--- src/rtl/serial_adder_ctrl.sv ---
// serial_adder_ctrl: bit-serial add sequencer; one full-adder bit per clock, LSB first.
// Optional macro OVERFLOW_DETECT_EN adds ovf_out (signed overflow of the completed add).
module serial_adder_ctrl #(
    parameter int unsigned WIDTH = 8
) (
    input  logic             clock,
    input  logic             resetn,
    input  logic             start_in,
    input  logic [WIDTH-1:0] a_in,
    input  logic [WIDTH-1:0] b_in,
    input  logic             c_in,
    output logic             busy_out,
    output logic             done_out,
    output logic [WIDTH-1:0] sum_out,
`ifdef OVERFLOW_DETECT_EN
    output logic             carry_out,
    output logic             ovf_out
`else
    output logic             carry_out
`endif
);
    localparam int unsigned CntW = $clog2(WIDTH) + 1;

    typedef enum logic [1:0] {StIdle, StAdd, StDone} state_e;

    state_e           state_q, state_d;
    logic [WIDTH-1:0] a_sh_q, a_sh_d;
    logic [WIDTH-1:0] b_sh_q, b_sh_d;
    logic [WIDTH-1:0] psum_q, psum_d;
    logic [WIDTH-1:0] sum_q, sum_d;
    logic             cff_q, cff_d;
    logic             carry_q, carry_d;
    logic [CntW-1:0]  cnt_q, cnt_d;
    logic             fa_s, fa_co;
    logic [WIDTH-1:0] psum_shift;
    logic             last_bit;

    // The single time-shared full adder.
    assign fa_s     = a_sh_q[0] ^ b_sh_q[0] ^ cff_q;
    assign fa_co    = (a_sh_q[0] & b_sh_q[0]) | (cff_q & (a_sh_q[0] ^ b_sh_q[0]));
    assign last_bit = (cnt_q == CntW'(WIDTH - 1));

    generate
        if (WIDTH == 1) begin : g_w1
            assign psum_shift = fa_s;
        end else begin : g_wn
            assign psum_shift = {fa_s, psum_q[WIDTH-1:1]};
        end
    endgenerate

    always_comb begin
        state_d = state_q;
        a_sh_d  = a_sh_q;
        b_sh_d  = b_sh_q;
        psum_d  = psum_q;
        sum_d   = sum_q;
        cff_d   = cff_q;
        carry_d = carry_q;
        cnt_d   = cnt_q;
        unique case (state_q)
            StAdd: begin
                a_sh_d = a_sh_q >> 1;
                b_sh_d = b_sh_q >> 1;
                psum_d = psum_shift;
                cff_d  = fa_co;
                cnt_d  = cnt_q + CntW'(1);
                if (last_bit) begin
                    sum_d   = psum_shift;
                    carry_d = fa_co;
                    state_d = StDone;
                end
            end
            StDone:  state_d = StIdle;
            default: ;
        endcase
        // Accept from IDLE, or straight out of DONE for back-to-back adds.
        if (start_in && (state_q != StAdd)) begin
            a_sh_d  = a_in;
            b_sh_d  = b_in;
            cff_d   = c_in;
            cnt_d   = '0;
            state_d = StAdd;
        end
    end

    always_ff @(posedge clock or negedge resetn) begin
        if (!resetn) begin
            state_q <= StIdle;
            a_sh_q  <= '0;
            b_sh_q  <= '0;
            psum_q  <= '0;
            sum_q   <= '0;
            cff_q   <= 1'b0;
            carry_q <= 1'b0;
            cnt_q   <= '0;
        end else begin
            state_q <= state_d;
            a_sh_q  <= a_sh_d;
            b_sh_q  <= b_sh_d;
            psum_q  <= psum_d;
            sum_q   <= sum_d;
            cff_q   <= cff_d;
            carry_q <= carry_d;
            cnt_q   <= cnt_d;
        end
    end

    assign busy_out  = (state_q == StAdd);
    assign done_out  = (state_q == StDone);
    assign sum_out   = sum_q;
    assign carry_out = carry_q;

`ifdef OVERFLOW_DETECT_EN
    logic ovf_q;

    // On the final bit, cff_q is the carry into the MSB.
    always_ff @(posedge clock or negedge resetn) begin
        if (!resetn) begin
            ovf_q <= 1'b0;
        end else if ((state_q == StAdd) && last_bit) begin
            ovf_q <= cff_q ^ fa_co;
        end
    end

    assign ovf_out = ovf_q;
`endif

endmodule

--- config.mk ---
export PLATFORM = sky130hd
export DESIGN_NAME = serial_adder_ctrl
export DESIGN_NICKNAME = d
export VERILOG_FILES = /design/src/rtl/serial_adder_ctrl.sv
export SDC_FILE = /design/constraint.sdc
export NUM_CORES = 1
export LEC_CHECK = 0
export CORE_MARGIN = 4
export CORE_UTILIZATION = 51
export DETAILED_ROUTE_END_ITERATION = 10
export GPL_TIMING_DRIVEN = 0
export PLACE_DENSITY_LB_ADDON = 0.12
export SETUP_SLACK_MARGIN = 0.15
export SYNTH_ARGS = -nofsm -noshare
export SYNTH_HDL_FRONTEND = slang
export SYNTH_SLANG_ARGS = --single-unit
export TNS_END_PERCENT = 10
--- constraint.sdc ---
create_clock -name clock -period 1.7 [get_ports clock]
set_input_delay 0.34 -clock clock [delete_from_list [all_inputs] [get_ports clock]]
set_output_delay 0.34 -clock clock [all_outputs]
set_load 0.005 [all_outputs]
==> flow_summary_export.csv <==
group,metric,value,unit
layout,n_antenna_cell,0,
layout,drive_gt1_share,24.2,%
place,io_buffers,30,
yosys,synth_warnings,0,
layout,finish.utilization,69.6,%
yosys,yosys.area.top_type,"dfrtp_1",
timing,fin_crit_sh,94.1,%
timing,whs,0.0973,ns
critical_path,slowest_stage,"dfrtp_1",
yosys,synth_seq_area_share,57.5,%
grt,grt_max_degree,40,
clock_tree,cts_buffer_depth,2,
place,hpwlAfterDp,2.20,mm
yosys,synthTopCellsByArea,"dfrtp_1, mux2_4, nand2_1, a22oi_1, mux2_2",
layout,fill_cells,253,
routing,detail-route-antenna-nets,0,
critical_path,critPathCaptureType,"register",
yosys,synth.distinct_cells,26,
timing,slew_violations,0,
grt,antenna_found_initial,0,
critical_path,critPathArrivalTime,1.83,ns
pwr,p_per_area,1630,nW/µm²
floorplan,die-area,4310,µm²
clock_tree,clkSinkCount,39,
pwr,leakage,0.00106,µW
timing,worst_slack,0.0996,ns
critical_path,reg2reg_slack,0.1,ns
run_status,status,"completed",
layout,finalInstanceArea,2180,µm²
yosys,synth_seq_cells,39,
place,place_ws,-0.137,ns
clock_tree,cts.clk_slew.worst_paths,0.11,ns
clock_tree,clk_latency,0.33,ns
yosys,ys.flop_type,"dfrtp_1",
clock_tree,numCtsBuffers,5,
yosys,syn_inst,140,
routing,wirelength,3.35,mm
routing,vias_per_cell,5.21,
clock_tree,tritoncts,"yes",
critical_path,cp-start-kind,"register",
clock_tree,cts_root_buffer,"clkbuf_4",
layout,fin_cells,226,
layout,num-nets-final,207,
timing,setup_viol,0,
routing,num_vias,1178,
yosys,synth_edf_count,0,
floorplan,io_pins,31,
critical_path,required,1.93,ns
layout,syn_to_final_growth,28.3,%
yosys,synthesis.area,1700,µm²
run,cap_violations,0,
timing,maxSlewHeadroom,43.6,%
timing,period_minus_slack,1.60,ns
yosys,ys_top_cells_by_count,"dfrtp_1, nand2_1, a22oi_1, mux2_4, mux2_2",
floorplan,initial_utilization,54.2,%
timing,max_freq,625,MHz
place,post-place-cells,214,
floorplan,rows,20,
critical_path,crit_type,"register to register",
yosys,synth_top_area_share,57.5,%
worst_hold_path,min_path_type,"input port to asynchronous set/reset pin",
critical_path,slowest_delay,0.41,ns
critical_path,path_cells,"inv_2 > ha_4 > buf_6 > inv_2 > or2_4 > buf_6 > mux2_4",
place,gp_congestion,0.744,
place,placed_cell_area,2050,µm²
timing,fin_worst_skew,0.0122,ns
floorplan,dieWidth,65.7,µm
floorplan,die_y,65.7,µm
routing,post_drt_wl_per_cell,14.8,µm
grt,grt_pass1_wl,5.64,mm
routing,first_pass_iters,5,
yosys,postSynth.asyncResetShare,100,%
critical_path,crit_fanout,6,
floorplan,coreArea,3130,µm²
timing,tightestPinTransition,0.846,ns
routing,drtIter0Drc,92,
grt,grtUsageTotal,17.3,%
yosys,yosysMostFrequentCell,"dfrtp_1",
grt,grt_pass1_vias,1243,
timing,rsz0062_at_grt,"yes",
routing,remaining_drc_errors,0,
pwr,ir_drop,0.000794,V
clock_tree,htree_num_levels,2,
grt,globalRoute.totalOverflow,0,
yosys,synth_nets,165,
timing,hold_viol,0,
yosys,syn_area_per_cell,12.1,µm²
## power breakdown
group	switching (µW)	internal (µW)	total (µW)
Sequential	260	1320	1580
Clock	286	192	477
Combinational	655	827	1480
Total	1200	2340	3540
## timing repair
item | CTS | global route
resized for setup | 19 | 1
pin swaps | 1 | 1
hold buffers | 0 | 0
endpoints found under the hold margin | 0 | 0
cloned | 1 | 0
endpoints found under the setup margin | 39 | 41
setup buffers | 3 | 1
## sequential cells by signal, summed over array words and instances (netlist names)
signal and flops:
a_sh_q 8, b_sh_q 8, carry_out 1, cff_q 1
cnt_q 4, psum_q 7, state_q 2, sum_out 8
## metrics by stage
stage,setup TNS [ns],total power (µW)
after CTS,0,3530
after global placement,-24.75,2860
after global routing,0,3830
after detailed placement,-2.17,2940
final,0,3540
after floorplan,0,2450
## final cells by class
class	count	area, µm²	share of cell area, %
inverters	4	15.0	0.690
clock inverters	1	5.00	0.230
repair buffers	35	334	15.3
clock buffers	6	51.3	2.36
well taps	44	55.1	2.53
plain buffers	7	51.3	2.36
multi-input cells	90	689	31.7
flip-flops and latches	39	976	44.8
## placed cells by master (no fill, tap or decap), types with 3 or more instances in the layout
master,n
dfrtp_1,39
nand2_1,32
clkdlybuf4s50_1,27
a22oi_1,15
mux2_4,10
mux2_2,7
buf_4,6
clkbuf_4,6
o21ai_0,3
nor2_1,3
buf_2,3
buf_6,3
## final timing paths
| path | from | to | cells past startpoint |
|---|---|---|---|
| setup reg to reg | state_q[1]$_DFFE_PN0P_ | sum_out[5]$_DFFE_PN0P_ | 7 |
| hold / removal | resetn | sum_out[0]$_DFFE_PN0P_ | 1 |
| min in group clock | b_sh_q[1]$_DFFE_PN0P_ | b_sh_q[0]$_DFFE_PN0P_ | 2 |
| max in group asynchronous | resetn | cnt_q[1]$_DFFE_PN0P_ | 1 |
| hold reg to reg | b_sh_q[1]$_DFFE_PN0P_ | b_sh_q[0]$_DFFE_PN0P_ | 2 |
| setup / recovery | state_q[1]$_DFFE_PN0P_ | sum_out[5]$_DFFE_PN0P_ | 7 |
## worst max-delay path: cells and delay by family, from the launching register on
family	cells	cell delay (ns)
and+or+nand+nor	1	0.24
DFF	1	0.41
muxes	1	0.30
adders and majority gates	1	0.15
buffers and inverters	4	0.39
## layer usage
layer  part of all wire (%)  global-route usage (%)
met1                     44                    20.6
met2                     50                    29.4
met3                    4.4                    5.47
met4                    1.5                    5.96
met5                      0                       0
## logic make-up after synthesis
| family | synth area share [%] |
|---|---|
| mux | 13.3 |
| simple gates | 9.59 |
| buf+inv | 3.24 |
| xor+xnor | 1.03 |
| compound gates | 11.2 |
| flops | 57.5 |
| fa+ha+maj | 4.13 |
(Power assumes the default switching activity.)
